<file path="config.mk">
export PLATFORM = sky130hd
export DESIGN_NAME = decipher_ctrl
export DESIGN_NICKNAME = d
export VERILOG_FILES = /design/src/rtl/decipher_ctrl.sv
export SDC_FILE = /design/constraint.sdc
export NUM_CORES = 2
export LEC_CHECK = 0
export BUFFER_PORTS_ARGS = -buffer_cell sky130_fd_sc_hd__buf_2
export CAP_MARGIN = 20
export CELL_PAD_IN_SITES_DETAIL_PLACEMENT = 1
export CELL_PAD_IN_SITES_GLOBAL_PLACEMENT = 2
export CORE_UTILIZATION = 46
export DETAILED_ROUTE_END_ITERATION = 12
export PLACE_DENSITY = 0.85
export SETUP_SLACK_MARGIN = 0.5
export SYNTH_ARGS = -nofsm -noshare
export SYNTH_HDL_FRONTEND = slang
export SYNTH_SLANG_ARGS = --single-unit
export TNS_END_PERCENT = 10
</file>
<file path="constraint.sdc">
create_clock -name clk -period 14.51 [get_ports clk]
set_input_delay 2.1765 -clock clk [delete_from_list [all_inputs] [get_ports clk]]
set_output_delay 2.1765 -clock clk [all_outputs]
set_load 0.1 [all_outputs]
</file>
<file path="src/rtl/decipher_ctrl.sv">
// Sequencer and round-key store for one decipher core: accepts ciphertext,
// launches the core, serves round keys by round number, returns plaintext.
module decipher_ctrl #(
    parameter int TIMEOUT        = 32,
    parameter int Nb             = 4,
    parameter int ROUND_KEY_BITS = 128,
    parameter int BLK_S          = 128,
    parameter int Nr_128         = 10,
    parameter int Nr_256         = 14
) (
    input  logic                      clk,
    input  logic                      reset,
    input  logic                      key_wr_en,
    input  logic [Nb-1:0]             key_wr_addr,
    input  logic [ROUND_KEY_BITS-1:0] key_wr_data,
    input  logic                      key_len,
    input  logic                      key_commit,
    input  logic                      in_valid,
    input  logic [BLK_S-1:0]          in_data,
    output logic                      in_ready,
    output logic                      out_valid,
    output logic [BLK_S-1:0]          out_data,
    input  logic                      out_ready,
    output logic                      err,
    output logic                      busy,
    output logic                      core_en,
    output logic [BLK_S-1:0]          core_ciphertext,
    output logic [Nb-1:0]             core_rounds_total,
    output logic [ROUND_KEY_BITS-1:0] core_round_key,
    input  logic [BLK_S-1:0]          core_plaintext,
    input  logic [Nb-1:0]             core_round_no,
    input  logic                      core_en_o
);
    // state | meaning
    // IDLE  | waiting for a block; key writes/commits accepted here only
    // START | core_en high for this single cycle, watchdog loaded
    // WAIT  | core running; capture on core_en_o or abort on watchdog expiry
    // OUT   | plaintext presented until out_ready handshake
    typedef enum logic [1:0] {S_IDLE, S_START, S_WAIT, S_OUT} state_t;

    localparam int NKEYS = Nr_256 + 1;
    localparam int WDW   = (TIMEOUT > 2) ? $clog2(TIMEOUT) : 1;

    state_t                    state;
    logic [WDW-1:0]            wd;
    logic                      key_valid;
    logic                      len_q;
    logic                      key_we;
    logic [ROUND_KEY_BITS-1:0] key_mem [NKEYS];

    assign in_ready          = (state == S_IDLE) && key_valid;
    assign busy              = (state != S_IDLE);
    assign out_valid         = (state == S_OUT);
    assign core_en           = (state == S_START);
    assign core_rounds_total = len_q ? Nb'(Nr_256) : Nb'(Nr_128);
    assign key_we            = (state == S_IDLE) && key_wr_en && (int'(key_wr_addr) < NKEYS);

    always_ff @(posedge clk) begin
        if (key_we)
            key_mem[key_wr_addr] <= key_wr_data;
    end

    always_ff @(posedge clk or negedge reset) begin
        if (!reset)
            core_round_key <= '0;
        else if (int'(core_round_no) < NKEYS)
            core_round_key <= key_mem[core_round_no];
        else
            core_round_key <= '0;
    end

    // Watchdog is a down-counter loaded in START so that err lands exactly
    // TIMEOUT cycles after the core_en cycle.
    always_ff @(posedge clk or negedge reset) begin
        if (!reset) begin
            state           <= S_IDLE;
            wd              <= '0;
            err             <= 1'b0;
            key_valid       <= 1'b0;
            len_q           <= 1'b0;
            core_ciphertext <= '0;
            out_data        <= '0;
        end else begin
            err <= 1'b0;
            case (state)
                S_IDLE: begin
                    if (key_commit) begin
                        key_valid <= 1'b1;
                        len_q     <= key_len;
                    end else if (key_wr_en) begin
                        key_valid <= 1'b0;
                    end
                    if (in_valid && in_ready) begin
                        core_ciphertext <= in_data;
                        state           <= S_START;
                    end
                end
                S_START: begin
                    wd    <= WDW'(TIMEOUT - 2);
                    state <= S_WAIT;
                end
                S_WAIT: begin
                    if (core_en_o) begin
                        out_data <= core_plaintext;
                        state    <= S_OUT;
                    end else if (wd == '0) begin
                        err   <= 1'b1;
                        state <= S_IDLE;
                    end else begin
                        wd <= wd - 1'b1;
                    end
                end
                S_OUT: begin
                    if (out_ready)
                        state <= S_IDLE;
                end
                default: state <= S_IDLE;
            endcase
        end
    end
endmodule

</file>
==> results.md <==
* GRT Residual Overflow at 0
* Syn. warnings at 0
* Async set or reset register ratio after synthesis at 17.03%
* Initial Utilization at 46.55%
* CP Capture Point: core_round_key[87]
* R2r setup slk at 10250 ps
* Post-synthesis simple-gate area fraction at 0.8400%
* Vias in the first global route at 46900
* Drt via density at 5.793
* Placed Cells at 7153
* RR Startpoint: state[0]
* RSZ-0062 raised after global routing: false
* Fin area at 0.1008 sq mm
* Largest family of logic cells by synthesized area: multiplexers
* Buffers on Ports at 789
* Number of enable flip-flop cells after synthesis at 1920
* Clock root cell: clkbuf_16
* DR WL/cell at 32.56 um
* Seq. cell area at 0.06751 sq mm
* WL final at 248.3 mm
* Tcrit/Tclk final at 38.15%
* Die Height at 436.1 um
* Crit path top cell by count: buf_4
* Post-route insts no fill at 7625
* Critical path type: in -> reg
* Cell Pwr Density at 187.2 mW/mm^2
* Final Hold Fails at 0
* Post-route ant nets at 0
* Maxcap violations at 0
* Area occupied by multi-input gates at 0.01787 sq mm
* Clock transition at path regs at 60 ps
* Mapped cell area at 0.08669 sq mm
* Post-synthesis mux area share at 17.65%
* Yosys cell types at 38
* LEAKAGE at 0.03589 uW
* Register area share after synthesis at 77.88%
* Adder-Cell Fraction of Synth Area at 0.08660%
* 1st-iter DRT viols at 3469
* Crit-path cells: buf_8 > buf_4 > buf_4 > buf_4 > mux4_2 > mux2i_1 > o22ai_1
* Critical path capture point type: register
* Clock Latency Late Sink at 880 ps
* Worst Skew at 37.47 ps
* Hold Crit Class: reg -> reg
* Drt first pass iters at 5
* Fillers at 16540
* Maximum clock frequency at 180.7 MHz
* # clock sinks at 2314
* HPWL after DPL at 145.3 mm
* Critical Path RT at 15210 ps
* Critical Path Fanout Max at 79
* Depth of the most critical reg-to-reg path at 8
* I/O Pins at 793
* Core Area at 0.1862 sq mm
* DRC at 0
* Startpoint types: primary input
* TNS Setup at 0 ps
* Tightest Pin Transition at 1257 ps
* Final slew viol count at 0
* Slowest cell on crit path: buf_4
* P&R area growth vs syn at 16.29%
* DIE AREA at 0.1902 sq mm
* Nets at 5307
* Dpl cell area at 0.09318 sq mm
* Largest net degree at the start of global routing at 151
* DIE WIDTH at 436.1 um
* H-tree depth at 4
* Post-Synth XOR/XNOR Area at 0%
* Crit path from: core_round_no[1]
* Synth Register Bits at 2314
* Tmin final at 5535 ps
* Main synth FF type: edfxtp_1
* CTS tree: built
* Outcome: complete, no violations
* Worst reg2reg endpoint: key_mem[9][56]
* Post-CTS Hold Fix Bufs at 0
* Initial antenna violation count at 113
* Worst stage delay on the critical path at 930 ps
* First-pass GRT wire length at 350.3 mm
* Worst VDD drop at 310.4 uV
* Crit path DAT at 6230 ps
* Compound-Gate Fraction of Synth Area at 1.885%
* Placer Congestion at 0.8919
* Slew HR at 16.20%
* Total CTS buffers at 225
* Vias at 44170
* Row cnt at 158
* Syn_area_per_cell at 21.50 sq um
* Layout cells sized above 1 at 36.22%
* Post-cts resize count at 0
* Total power at 18870 uW
* Clk buf depth at 3
* Layout Utilization at 54.13%
* Post-CTS Setup Bufs at 0
* Overall routing resource usage at 25.97%
* Synth Instances at 4032
* Final setup fails at 0
-- worst max-delay path: cells and delay by family --
kind                   cells  cell delay [ps]
buffers and inverters      4             3030
AOI/OAI and AO/OA          1              120
muxes                      2              630
-- kinds of logic (layout without fill, tap and decap cells) --
group | count (synthesis) | in the layout
compound gates | 283 | 283
fa+ha+maj | 6 | 6
buf+inv | 226 | 1292
flops | 2314 | 2314
mux | 1021 | 1021
other cells | 2 | 49
simple gates | 180 | 180
-- cells in the final DEF, fill, tap and decap left out, types with 5 or more instances in the layout --
cell / instances
buf_12: 12
inv_1: 8
diode_2: 46
nand2_1: 139
clkbuf_1: 65
a21oi_1: 5
mux2_2: 257
clkinv_4: 6
dfrtp_1: 394
o21ai_0: 71
clkinv_1: 30
clkinv_2: 38
bufinv_16: 22
buf_4: 56
clkbuf_8: 17
o22ai_1: 128
clkinvlp_4: 7
clkbuf_16: 228
mux2i_1: 384
edfxtp_1: 1920
o21ai_1: 60
nor2_4: 11
mux4_2: 380
buf_2: 785
ha_1: 6
-- flip-flops by register name (all words and copies together) (netlist names) --
signal           flops
key_mem           1920
core_ciphertext    128
core_round_key     128
out_data           128
wd                   5
state                2
err                  1
key_valid            1
len_q                1
-- through the flow --
step	worst slack, ps	hold slack (ps)
2_1_floorplan	2468	445.1
6_report	8975	498.5
5_1_grt	8749	516.8
4_1_cts	9079	501.9
3_3_place_gp	8213	480.7
3_5_place_dp	8106	488.3
-- worst min path at each step --
stage,start,end,slack [ps],depth (start not counted)
2_1_floorplan,wd[4],err,450,1
3_3_place_gp,key_valid,key_valid,480,2
3_5_place_dp,out_data[50],out_data[50],490,1
4_1_cts,core_ciphertext[81],core_ciphertext[81],500,1
5_1_grt,core_ciphertext[126],core_ciphertext[126],520,1
6_report,core_ciphertext[68],core_ciphertext[68],500,1
-- power breakdown --
part / leakage (uW) / total [uW] / internal (uW) / switching (uW)
Combinational: 0.0103 / 5010 / 865 / 4150
Sequential: 0.0220 / 7960 / 7700 / 255
Clock: 0.00364 / 5900 / 3380 / 2520
-- synth_stat cells, drive strengths merged, types with 5 or more instances --
cell | count | share of area [%]
ha | 6 | 0.087
o21ai | 131 | 0.76
mux2i | 384 | 4.4
mux2 | 257 | 3.3
mux4 | 380 | 9.9
buf | 168 | 1.4
nor3 | 8 | 0.046
clkbuf | 49 | 0.21
inv | 9 | 0.039
nor2 | 15 | 0.065
nand2 | 142 | 0.61
edfxtp | 1920 | 67
dfrtp | 394 | 11
o22ai | 128 | 0.92
a21oi | 5 | 0.029
-- per-layer routing --
metal	track usage (%)	wire length (um)	part of all wire [%]	up-vias
met5	0	405	0.16	-
met4	12.56	13400	5.4	62
met3	5.615	15470	6.2	541
li1	-	-	-	18180
met1	29.86	89490	36	23730
met2	45.93	129500	52	1658
-- layout make-up --
class	count	share of cell area [%]
sequential	2314	66.98
multi-input combinational	1493	17.73
clock buffer	309	6.120
timing repair buffer	858	4.638
tap	2480	3.078
clock inverter	116	1.306
antenna	46	0.1142
inverter	9	0.04096
Note: power is estimated with default switching activity, not from simulation.
